[config.mk]
export PLATFORM = sky130hd
export DESIGN_NAME = mux2_rr_arbiter_flat
export DESIGN_NICKNAME = d
export VERILOG_FILES = /design/src/rtl/mux2_rr_arbiter_pkg.sv /design/src/rtl/mux2_rr_arbiter_if.sv /design/src/rtl/mux2_rr_arbiter_mux2_w.sv /design/src/rtl/mux2_rr_arbiter.sv /design/src/flat_wrapper.sv
export SDC_FILE = /design/constraint.sdc
export NUM_CORES = 1
export LEC_CHECK = 0
export CAP_MARGIN = 40
export CORE_MARGIN = 2
export CORE_UTILIZATION = 40
export DETAILED_ROUTE_END_ITERATION = 16
export PLACE_DENSITY = 0.78
export SLEW_MARGIN = 15
export SYNTH_ARGS = -nofsm -noshare
export SYNTH_HDL_FRONTEND = slang
export SYNTH_HIERARCHICAL = 1
export SYNTH_SLANG_ARGS = --single-unit
[constraint.sdc]
create_clock -name clk -period 3.75 [get_ports clk]
set_clock_uncertainty 0.2 [all_clocks]
set_input_delay 0.5625 -clock clk [delete_from_list [all_inputs] [get_ports clk]]
set_output_delay 0.5625 -clock clk [all_outputs]
set_load 0.02 [all_outputs]
[src/rtl/mux2_rr_arbiter_pkg.sv]
// Shared constants for the two-requester round-robin arbiter: lock-state encoding and requester indices.
// Optional packet locking is enabled with MUX2_ARB_LOCK_EN.
package mux2_arb_pkg;

  localparam logic [1:0] ST_IDLE  = 2'd0;
  localparam logic [1:0] ST_LOCK0 = 2'd1;
  localparam logic [1:0] ST_LOCK1 = 2'd2;

  localparam logic REQ0 = 1'b0;
  localparam logic REQ1 = 1'b1;

  typedef enum logic [1:0] {
    IDLE  = ST_IDLE,
    LOCK0 = ST_LOCK0,
    LOCK1 = ST_LOCK1
  } lock_st_t;

  function automatic logic other_req(input logic idx);
    return ~idx;
  endfunction

endpackage

[src/rtl/mux2_rr_arbiter_if.sv]
// Handshake bundle between two requesters, the arbiter and its single consumer.
// The last-beat signals exist only when MUX2_ARB_LOCK_EN is defined.
interface mux2_rr_arbiter_if #(
  parameter int WIDTH = 8
) ();

  logic [WIDTH-1:0] i0_data;
  logic             i0_valid;
  logic             i0_ready;
  logic [WIDTH-1:0] i1_data;
  logic             i1_valid;
  logic             i1_ready;
  logic [WIDTH-1:0] y_data;
  logic             y_valid;
  logic             y_ready;
  logic             s0;
`ifdef MUX2_ARB_LOCK_EN
  logic             i0_last;
  logic             i1_last;
  logic             y_last;
`endif

  // master = the environment (requesters plus consumer); slave = the arbiter
  modport master (
    output i0_data, i0_valid, i1_data, i1_valid, y_ready,
`ifdef MUX2_ARB_LOCK_EN
    output i0_last, i1_last,
    input  y_last,
`endif
    input  i0_ready, i1_ready, y_data, y_valid, s0
  );

  modport slave (
    input  i0_data, i0_valid, i1_data, i1_valid, y_ready,
`ifdef MUX2_ARB_LOCK_EN
    input  i0_last, i1_last,
    output y_last,
`endif
    output i0_ready, i1_ready, y_data, y_valid, s0
  );

endinterface

[src/rtl/mux2_rr_arbiter_mux2_w.sv]
// Parameterised WIDTH-bit 2:1 select used on the arbiter data path.
// Purely combinational.
module mux2_w #(
  parameter int WIDTH = 8
) (
  input  logic [WIDTH-1:0] i0,
  input  logic [WIDTH-1:0] i1,
  input  logic             s0,
  output logic [WIDTH-1:0] y
);

  assign y = s0 ? i1 : i0;

endmodule

[src/rtl/mux2_rr_arbiter.sv]
// Round-robin 2:1 arbiter with a single registered output stage; 1-cycle latency, refills while draining.
// Define MUX2_ARB_LOCK_EN to hold the grant across multi-beat packets (IDLE/LOCK0/LOCK1 FSM).
module mux2_rr_arbiter
  import mux2_arb_pkg::*;
#(
  parameter int WIDTH      = 8,
  parameter bit FIRST_PRIO = 1'b0
) (
  input  logic              clk,
  input  logic              rst_n,
  mux2_rr_arbiter_if.slave  bus
);

  logic [WIDTH-1:0] r_y_data;
  logic             r_y_valid;
  logic             r_s0;
  logic             r_ptr;
`ifdef MUX2_ARB_LOCK_EN
  logic             r_y_last;
  lock_st_t         r_state;
  logic             w_last;
`endif

  logic             w_load;
  logic             w_gnt0;
  logic             w_gnt1;
  logic             w_any;
  logic             w_sel;
  logic [WIDTH-1:0] w_mux_data;

  assign w_load = ~r_y_valid | bus.y_ready;

  always_comb begin
    w_gnt0 = 1'b0;
    w_gnt1 = 1'b0;
`ifdef MUX2_ARB_LOCK_EN
    // a locked packet owns the output even while its requester stalls
    case (r_state)
      LOCK0:   w_gnt0 = bus.i0_valid;
      LOCK1:   w_gnt1 = bus.i1_valid;
      default: begin
        if (bus.i0_valid && bus.i1_valid) begin
          w_gnt0 = (r_ptr == REQ0);
          w_gnt1 = (r_ptr == REQ1);
        end else begin
          w_gnt0 = bus.i0_valid;
          w_gnt1 = bus.i1_valid;
        end
      end
    endcase
`else
    if (bus.i0_valid && bus.i1_valid) begin
      w_gnt0 = (r_ptr == REQ0);
      w_gnt1 = (r_ptr == REQ1);
    end else begin
      w_gnt0 = bus.i0_valid;
      w_gnt1 = bus.i1_valid;
    end
`endif
  end

  assign w_any = w_gnt0 | w_gnt1;
  assign w_sel = w_gnt1 ? REQ1 : REQ0;

  assign bus.i0_ready = rst_n & w_load & w_gnt0;
  assign bus.i1_ready = rst_n & w_load & w_gnt1;

  mux2_w #(.WIDTH(WIDTH)) u_mux (
    .i0 (bus.i0_data),
    .i1 (bus.i1_data),
    .s0 (w_sel),
    .y  (w_mux_data)
  );

`ifdef MUX2_ARB_LOCK_EN
  assign w_last     = w_sel ? bus.i1_last : bus.i0_last;
  assign bus.y_last = r_y_last;
`endif

  assign bus.y_data  = r_y_data;
  assign bus.y_valid = r_y_valid;
  assign bus.s0      = r_s0;

  always_ff @(posedge clk) begin
    if (!rst_n) begin
      r_y_data  <= '0;
      r_y_valid <= 1'b0;
      r_s0      <= 1'b0;
      r_ptr     <= FIRST_PRIO;
`ifdef MUX2_ARB_LOCK_EN
      r_y_last  <= 1'b0;
      r_state   <= IDLE;
`endif
    end else if (w_load) begin
      if (w_any) begin
        r_y_data  <= w_mux_data;
        r_y_valid <= 1'b1;
        r_s0      <= w_sel;
`ifdef MUX2_ARB_LOCK_EN
        r_y_last  <= w_last;
        // pointer only advances once a whole packet has gone through
        if (w_last) begin
          r_ptr   <= other_req(w_sel);
          r_state <= IDLE;
        end else begin
          r_state <= (w_sel == REQ1) ? LOCK1 : LOCK0;
        end
`else
        r_ptr     <= other_req(w_sel);
`endif
      end else begin
        r_y_valid <= 1'b0;
      end
    end
  end

endmodule

[src/flat_wrapper.sv]
// flat-port wrapper written by rule: the top's interface ports become plain ports
module mux2_rr_arbiter_flat import mux2_arb_pkg::*;
#(
  parameter int WIDTH      = 8,
  parameter bit FIRST_PRIO = 1'b0
)
  (clk, rst_n, bus_i0_data, bus_i0_valid, bus_i1_data, bus_i1_valid, bus_y_ready, bus_i0_ready, bus_i1_ready, bus_y_data, bus_y_valid, bus_s0);
  mux2_rr_arbiter_if #(.WIDTH(WIDTH)) bus_i ();
  input  logic clk;
  input  logic rst_n;
  input wire logic [$bits(bus_i.i0_data)-1:0] bus_i0_data;
  input wire logic [$bits(bus_i.i0_valid)-1:0] bus_i0_valid;
  input wire logic [$bits(bus_i.i1_data)-1:0] bus_i1_data;
  input wire logic [$bits(bus_i.i1_valid)-1:0] bus_i1_valid;
  input wire logic [$bits(bus_i.y_ready)-1:0] bus_y_ready;
  output wire logic [$bits(bus_i.i0_ready)-1:0] bus_i0_ready;
  output wire logic [$bits(bus_i.i1_ready)-1:0] bus_i1_ready;
  output wire logic [$bits(bus_i.y_data)-1:0] bus_y_data;
  output wire logic [$bits(bus_i.y_valid)-1:0] bus_y_valid;
  output wire logic [$bits(bus_i.s0)-1:0] bus_s0;
  assign bus_i.i0_data = bus_i0_data;
  assign bus_i.i0_valid = bus_i0_valid;
  assign bus_i.i1_data = bus_i1_data;
  assign bus_i.i1_valid = bus_i1_valid;
  assign bus_i.y_ready = bus_y_ready;
  assign bus_i0_ready = bus_i.i0_ready;
  assign bus_i1_ready = bus_i.i1_ready;
  assign bus_y_data = bus_i.y_data;
  assign bus_y_valid = bus_i.y_valid;
  assign bus_s0 = bus_i.s0;
  mux2_rr_arbiter #(.WIDTH(WIDTH), .FIRST_PRIO(FIRST_PRIO)) u_core (.clk(clk), .rst_n(rst_n), .bus(bus_i));
endmodule
======== Word level (Yosys, flattened, before mapping) ========
Index checks and enable logic that the tools add are counted.
operators by class
  mux-type cells .......................... 5
  bitwise gates (word level) .............. 8
  reductions and logical operators ........ 2
operators with widths
  operator             count
  $mux W8              1
  $mux W1              4
  $and A1 B1 Y1        3
  $not A1 Y1           3
  $or A1 B1 Y1         2
  $reduce_and A2 Y1    1
  $logic_and A1 B1 Y1  1
word-level totals
  register bits ........................... 11
  output and inout bits ................... 12

======== Logic depth before layout (Yosys ltp) ========
Gate-level depths: netlist of run 1.
  word-level depth ........................ 4
  gate-level depth with buffers ........... 7
  mapped depth without buffers ............ 6

======== Cells and area by module ========
Netlist of run 1, hierarchy kept.
modules (own cells, without submodules)
  module           instances  cells each  area an instance (um^2)  seq. area each (um^2)
  mux2_rr_arbiter  1          53          486.7                    220.2
  mux2_w           1          9           131.4                    0.0

======== Worst setup path before layout of run 1 ========
OpenSTA, ideal clock, no wires.
  path kind ............................... input port to output port
  from .................................... in bus_y_ready
  to ...................................... out bus_i0_ready
  arrival ................................. 1.078 ns
  slack ................................... 1.910 ns
  stages .................................. 3
  cell sequence ........................... nor2b_4 nand2b_1 nor2_1
on the way
  cells in the longest elaborated chain, start to end .. 3
RTL lines
  what                        RTL line               RTL
  start, declared             flat_wrapper.sv:15     input wire logic [$bits(bus_i.y_ready)-1:0] bus_y_ready;
  $or A1 B1 Y1                mux2_rr_arbiter.sv:31  assign w_load = ~r_y_valid | bus.y_ready;
  $and A1 B1 Y1 (2 in a row)  mux2_rr_arbiter.sv:65  assign bus.i0_ready = rst_n & w_load & w_gnt0;
  end, declared               flat_wrapper.sv:16     output wire logic [$bits(bus_i.i0_ready)-1:0] bus_i0_ready;
Every way passes these cells.

======== Worst setup path after layout of run 1 ========
  from .................................... in rst_n
  to ...................................... out bus_i0_ready
on the way
  cells in the longest elaborated chain, start to end .. 2
RTL lines
  what                        RTL line               RTL
  start, declared             flat_wrapper.sv:10     input logic rst_n;
  $and A1 B1 Y1 (2 in a row)  mux2_rr_arbiter.sv:65
Every way passes these cells.

==> key figures, run 1 <==
Place
  – PortBufs: 32
  – DP HPWL: around 950 um
  – Gpl congestion: roughly 0.70

Clocking
  – CTS root buf: clkbuf_4
  – Reg clk slew, reported paths: 0.07 ns
  – TritonCTS clock tree: yes
  – # Post-CTS Setup Buffers: 0
  – Clock Path Buffers: 2
  – H-tree Lvls: 1
  – CTS Buf Count: 3
  – Clock latency on the worst-skew pair: 0.26 ns
  – Clk sink count: 11
  – CTS Hold Bufs: 0
  – Post-CTS Resized: 0

Synth
  – Top FF cell, synth: dfxtp_1
  – YS warnings: 6
  – Mapped Area: slightly above 600 um2
  – Area contributors post-synth: dfxtp_1 36%, mux2_4 19%, mux2i_1 13%
  – Synth cell count leaders: 19 x nand2_1, 11 x dfxtp_1, 8 x mux2_4, 8 x mux2i_1
  – Top-count cell post-synth: nand2_1
  – Top-area cell type share of the netlist area: 0.356
  – Cells after synthesis: 62
  – Synth area leader: dfxtp_1
  – Library cells used by synthesis: 16
  – Net Count, Synth: slightly above 80
  – Number of synthesized flops with an enable pin: 0
  – Register area share after synthesis: 0.356
  – FF+latch count, synth: 11
  – Async SR Flop Fraction: 0
  – Average size of a mapped cell: approximately 10 um2

Detailed routing
  – DRC violations left: 0
  – Met3 Wirelength: approximately 100 um
  – First-pass detailed-route iteration total: 2
  – Met1 WL: 487 um
  – DR WL/cell: 10.8 um
  – Met2 WL: 618 um
  – Via count: 530
  – DR iter-0 viols: 3
  – DRT Wirelength: 1.21 mm
  – Remaining antenna violation count after routing: 0
  – Via density: ~4.7
  – Highest metal used: met3

Job
  – Maxcap violations: 0

Worst hold path
  – Min-delay worst type: reg -> reg

Floorplan
  – Die X: ~43 um
  – Initial Util: 0.420
  – CORE AREA: 1470 um2
  – Die height: 43.3 um
  – Die area: between 1500 and 2000 um2
  – Boundary pin count: 33
  – Floorplan row count: 14

Timing
  – Slew headroom: 0.710
  – RSZ-0062 raised after global routing: no
  – Setup_tns: 0 ns
  – Final Hold Fails: 0
  – # setup viols final: 0
  – Final number of max-transition violations: 0
  – Crit path time final: 2.84 ns
  – Hold slack: 0.263 ns
  – Fin crit share: 0.758
  – Max Freq: 352 MHz
  – Tightest Pin Transition: 0.435 ns

GRT
  – GRT Total Usage: 0.145
  – Initial antenna violation count: 0
  – First-pass GRT wire length: 2.01 mm
  – Largest net degree at the start of global routing: 21
  – Vias in the first global route: 535
  – Congestion Overflow GR: 0

Worst setup path
  – Critical Path AT: 2.08 ns
  – CP max FO: 20
  – WS Path Type: in -> out
  – Startpoint types: input port
  – CP required: roughly 3.0 ns
  – R2r setup slk: 2.14 ns
  – Worst setup EP type: primary output

Cells and area
  – Post-route core utilization: 0.656
  – Area growth from synthesis to layout: 56.3%
  – NumNets Final: 118
  – Layout cell share with drive strength beyond 1: 0.188
  – Ant. Diodes: 0

Power and ir drop
  – LEAKAGE: 0.426 nW
  – Worst vdd ir: around 0.17 mV
  – Power density over the cells: 326 nW/um2

Outcome
  – Status: finished clean
worst paths after layout:
check / cells after the start / end / from
setup / recovery: 5 / bus_i0_ready / rst_n
hold / removal: 2 / u_core/bus.y_data[4] / u_core/bus.y_data[4]
setup reg to reg: 5 / u_core/bus.y_data[2] / u_core/r_ptr
hold reg to reg: 2 / u_core/bus.y_data[4] / u_core/bus.y_data[4]
report_power, final:
group | switching [mW] | leakage (nW) | internal, mW
Combinational | 0.0415 | 0.319 | 0.0606
Sequential | 0.00538 | 0.0913 | 0.127
Clock | 0.0390 | 0.0150 | 0.0411
Total | 0.0858 | 0.426 | 0.229
logic make-up after synthesis:
kind of cell    synth area share
flops                      0.356
mux                        0.324
compound gates            0.0526
simple gates               0.213
buf+inv                   0.0547
per-stage QoR:
stage / std cells / setup WS [ns] / cell area (um2) / power, mW
floorplan: 62 / 1.91 / 618 / 0.193
global placement: 108 / 0.939 / 940 / 0.237
detailed placement: 108 / 0.891 / 940 / 0.238
CTS: 112 / 0.894 / 966 / 0.320
global route: 112 / 0.843 / 966 / 0.333
finish: 112 / 0.907 / 966 / 0.315
state kept, by name, indices dropped and copies added (netlist names):
signal	count
u_core/bus.y_valid	1
u_core/bus.s0	1
u_core/bus.y_data	8
u_core/r_ptr	1
final cells by class:
type / instances / area [um2]
Clock buffer: 4 / 26.3
Fill cell: 134 / 505
Inverter: 2 / 7.51
Multi-Input combinational cell: 46 / 364
Sequential cell: 11 / 220
Tap cell: 16 / 20.0
Timing Repair Buffer: 33 / 328
critical path, stage by stage:
cell and delay, ns:
clkdlybuf4s50_1 0.45, buf_4 0.21, nand2b_1 0.11, nor2_1 0.12, clkdlybuf4s50_1 0.62
metal layers:
metal | track usage | up-vias
li1 | - | 274
met1 | 0.168 | 234
met2 | 0.236 | 22
met3 | 0.0426 | 0
met4 | 0.0848 | 0
met5 | 0 | -
cells in the final DEF (no fill, tap or decap):
cell type and n:
clkdlybuf4s50_1 32, nand2_1 19, dfxtp_1 11, mux2i_1 8, mux2_4 8, clkbuf_4 3, inv_1 2, nor2_1 2
nor2_2 2, clkbuf_1 1, o21ai_1 1, nor2b_4 1, nand2b_1 1, nor2_8 1, o31a_2 1, o22ai_1 1
o221a_2 1, buf_4 1
Note: power is estimated with default switching activity, not from simulation.
==> run 2, diff against run 1 <==
- CORE_UTILIZATION: 40 -> 34
- PLACE_DENSITY: 0.78 -> 0.7
- clock period: 3.75 -> 2.6 ns (I/O delays scaled with it)
==> key figures, run 2 (synthesis results as in run 1) <==
Outcome
  – Status: finished clean

Timing
  – Crit path time final: 2.44 ns
  – Fin crit share: 0.940
  – # setup viols final: 0 (unchanged)
  – Max Freq: 409 MHz
  – Setup WS post-layout: 0.156 ns (-0.751 ns)
  – Final Hold Fails: 0 (unchanged)
  – Slew headroom: 0.691 (-0.0189)
  – Final number of max-transition violations: 0 (unchanged)
  – Tightest Pin Transition: 0.463 ns (+0.0283 ns)
  – RSZ-0062 raised after global routing: no
  – Setup_tns: 0 ns (unchanged)
  – Hold slack: 0.256 ns (-0.00656 ns)

Floorplan
  – Die area: 2170 um2 (+16%)
  – Die height: 46.6 um (+7.7%)
  – Die X: 46.6 um (+7.7%)
  – Floorplan row count: 15 (+1)
  – Initial Util: 0.358 (-0.0621)
  – CORE AREA: 1730 um2 (+17%)
  – Boundary pin count: 33 (unchanged)

Clocking
  – Post-CTS Resized: 0 (unchanged)
  – H-tree Lvls: 1 (unchanged)
  – CTS Buf Count: 3 (unchanged)
  – Reg clk slew, reported paths: 0.07 ns (about the same)
  – CTS root buf: clkbuf_4
  – Clk sink count: 11 (unchanged)
  – # Post-CTS Setup Buffers: 0 (unchanged)
  – Clock latency on the worst-skew pair: 0.26 ns (about the same)
  – CTS Hold Bufs: 0 (unchanged)
  – Clock Path Buffers: 2 (unchanged)
  – TritonCTS clock tree: yes

Worst setup path
  – R2r setup slk: 0.99 ns (-1.15 ns)
  – Startpoint types: input port
  – WS Path Type: in -> out
  – Worst setup EP type: primary output
  – CP max FO: 5 (-75%)
  – CP required: 2.01 ns (-0.98 ns)
  – Critical Path AT: 1.85 ns (-0.23 ns)
  – Reg-to-Reg End: u_core/bus.y_data[2]
  – R2R Path Start: u_core/r_ptr
  – Register-to-Register Path Depth: 5 (unchanged)

Worst hold path
  – Min-delay worst type: reg -> reg
  – Hold Path Depth: 2 (unchanged)
  – Min-Delay Endpoint: u_core/bus.s0
  – Hold_sp: u_core/bus.s0

Cells and area
  – NumNets Final: 118 (unchanged)
  – Area growth from synthesis to layout: 58.1%
  – Final instance area: 977 um2 (+1.2%)
  – Largest register FFs: 8 (unchanged)
  – Fillers: 169 (+26%)
  – Commonest cells after routing, fill and taps aside: 32 x clkdlybuf4s50_1, 19 x nand2_1, 11 x dfxtp_1
  – Most common cell after layout, fill and taps aside: clkdlybuf4s50_1
  – Layout cell share with drive strength beyond 1: 0.188 (unchanged)
  – Ant. Diodes: 0 (unchanged)

Power and ir drop
  – Logic gate share of total power: 0.323 (about the same)
  – Clk pwr share: 0.256 (+0.002)
  – Power density over the cells: 465 nW/um2 (+43%)
  – Sw Pwr: 124 uW (+44%)
  – Total chip power: 454 uW (+44%)
  – LEAKAGE: 0.426 nW (unchanged)
  – Worst vdd ir: 0.183 mV (+9.4%)
  – Switch share: 0.273 (+0.000325)
  – Sequential share of power: 0.421 (about the same)
  – Cell Int Power: 330 uW (+44%)

Job
  – Maxcap violations: 0 (unchanged)

Place
  – Gpl congestion: 0.641 (-8.0%)
  – DP HPWL: 876 um (-7.8%)
  – Placed cell area: 951 um2 (+1.2%)
  – PortBufs: 32 (unchanged)
  – Dpl ws: 0.142 ns (-0.749 ns)

GRT
  – First-pass GRT wire length: 1.88 mm (-6.9%)
  – Congestion Overflow GR: 0 (unchanged)
  – Initial antenna violation count: 0 (unchanged)
  – Vias in the first global route: 458 (-14%)
  – GRT Total Usage: 0.121 (-0.0243)
  – Largest net degree at the start of global routing: 20 (-4.8%)

Detailed routing
  – DR WL/cell: 9.58 um (-11%)
  – DR iter-0 viols: 7 (+4)
  – Via count: 522 (-1.5%)
  – DRT Wirelength: 1.16 mm (-3.9%)
  – First-pass detailed-route iteration total: 2 (unchanged)
  – Via density: 4.31 (-8.8%)
  – DRC violations left: 0 (unchanged)
  – Remaining antenna violation count after routing: 0 (unchanged)
run 2: cell counts in the layout (fill, tap and decap cells not counted):
Identical to the previous run, type by type.
run 2: critical path, stage by stage:
cell and delay, ns:
clkdlybuf4s50_1 0.50, nor2b_4 0.08, nand2b_1 0.17, nor2_1 0.11, clkdlybuf4s50_1 0.60
run 2: area by class of cell:
cell class | instances | area (um2) | share of cell area
clock buffer | 4 | 26.3 | 0.0269
inverter | 2 | 7.51 | 0.00768
multi-input combinational | 46 | 364 | 0.373
sequential | 11 | 220 | 0.225
tap | 25 | 31.3 | 0.0320
timing repair buffer | 33 | 328 | 0.335
run 2: how the worst max path moves through the flow:
stage                        from      endpoint  slack [ns]  cells past startpoint
3_5_place_dp          bus_y_ready  bus_i0_ready        0.14                      5
3_3_place_gp          bus_y_ready  bus_i0_ready        0.17                      5
5_1_grt               bus_y_ready  bus_i0_ready        0.09                      5
4_1_cts               bus_y_ready  bus_i0_ready        0.15                      5
6_report              bus_y_ready  bus_i0_ready        0.16                      5
2_1_floorplan  u_core/bus.y_valid  bus_i0_ready        1.01                      3
run 2: per-stage QoR:
| stage | cells | utilization |
|---|---|---|
| 3_5_place_dp | 117 | 0.551 |
| 5_1_grt | 121 | 0.566 |
| 4_1_cts | 121 | 0.566 |
| 3_3_place_gp | 117 | 0.551 |
| 2_1_floorplan | 62 | - |
| 6_report | 121 | 0.566 |
run 2: power by group through the flow:
stage | clock network (mW) | logic, mW | registers (mW)
after floorplan | 0 | 0.0666 | 0.211
after CTS | 0.121 | 0.149 | 0.191
after global placement | 0 | 0.147 | 0.195
after detailed placement | 0 | 0.148 | 0.195
after global routing | 0.130 | 0.160 | 0.193
final | 0.116 | 0.147 | 0.191
run 2: layer usage:
layer | track usage | part of all wire
met1 | 0.150 | 0.45
met2 | 0.192 | 0.45
met3 | 0.0392 | 0.088
met4 | 0.0500 | 0.0052
met5 | 0 | 0
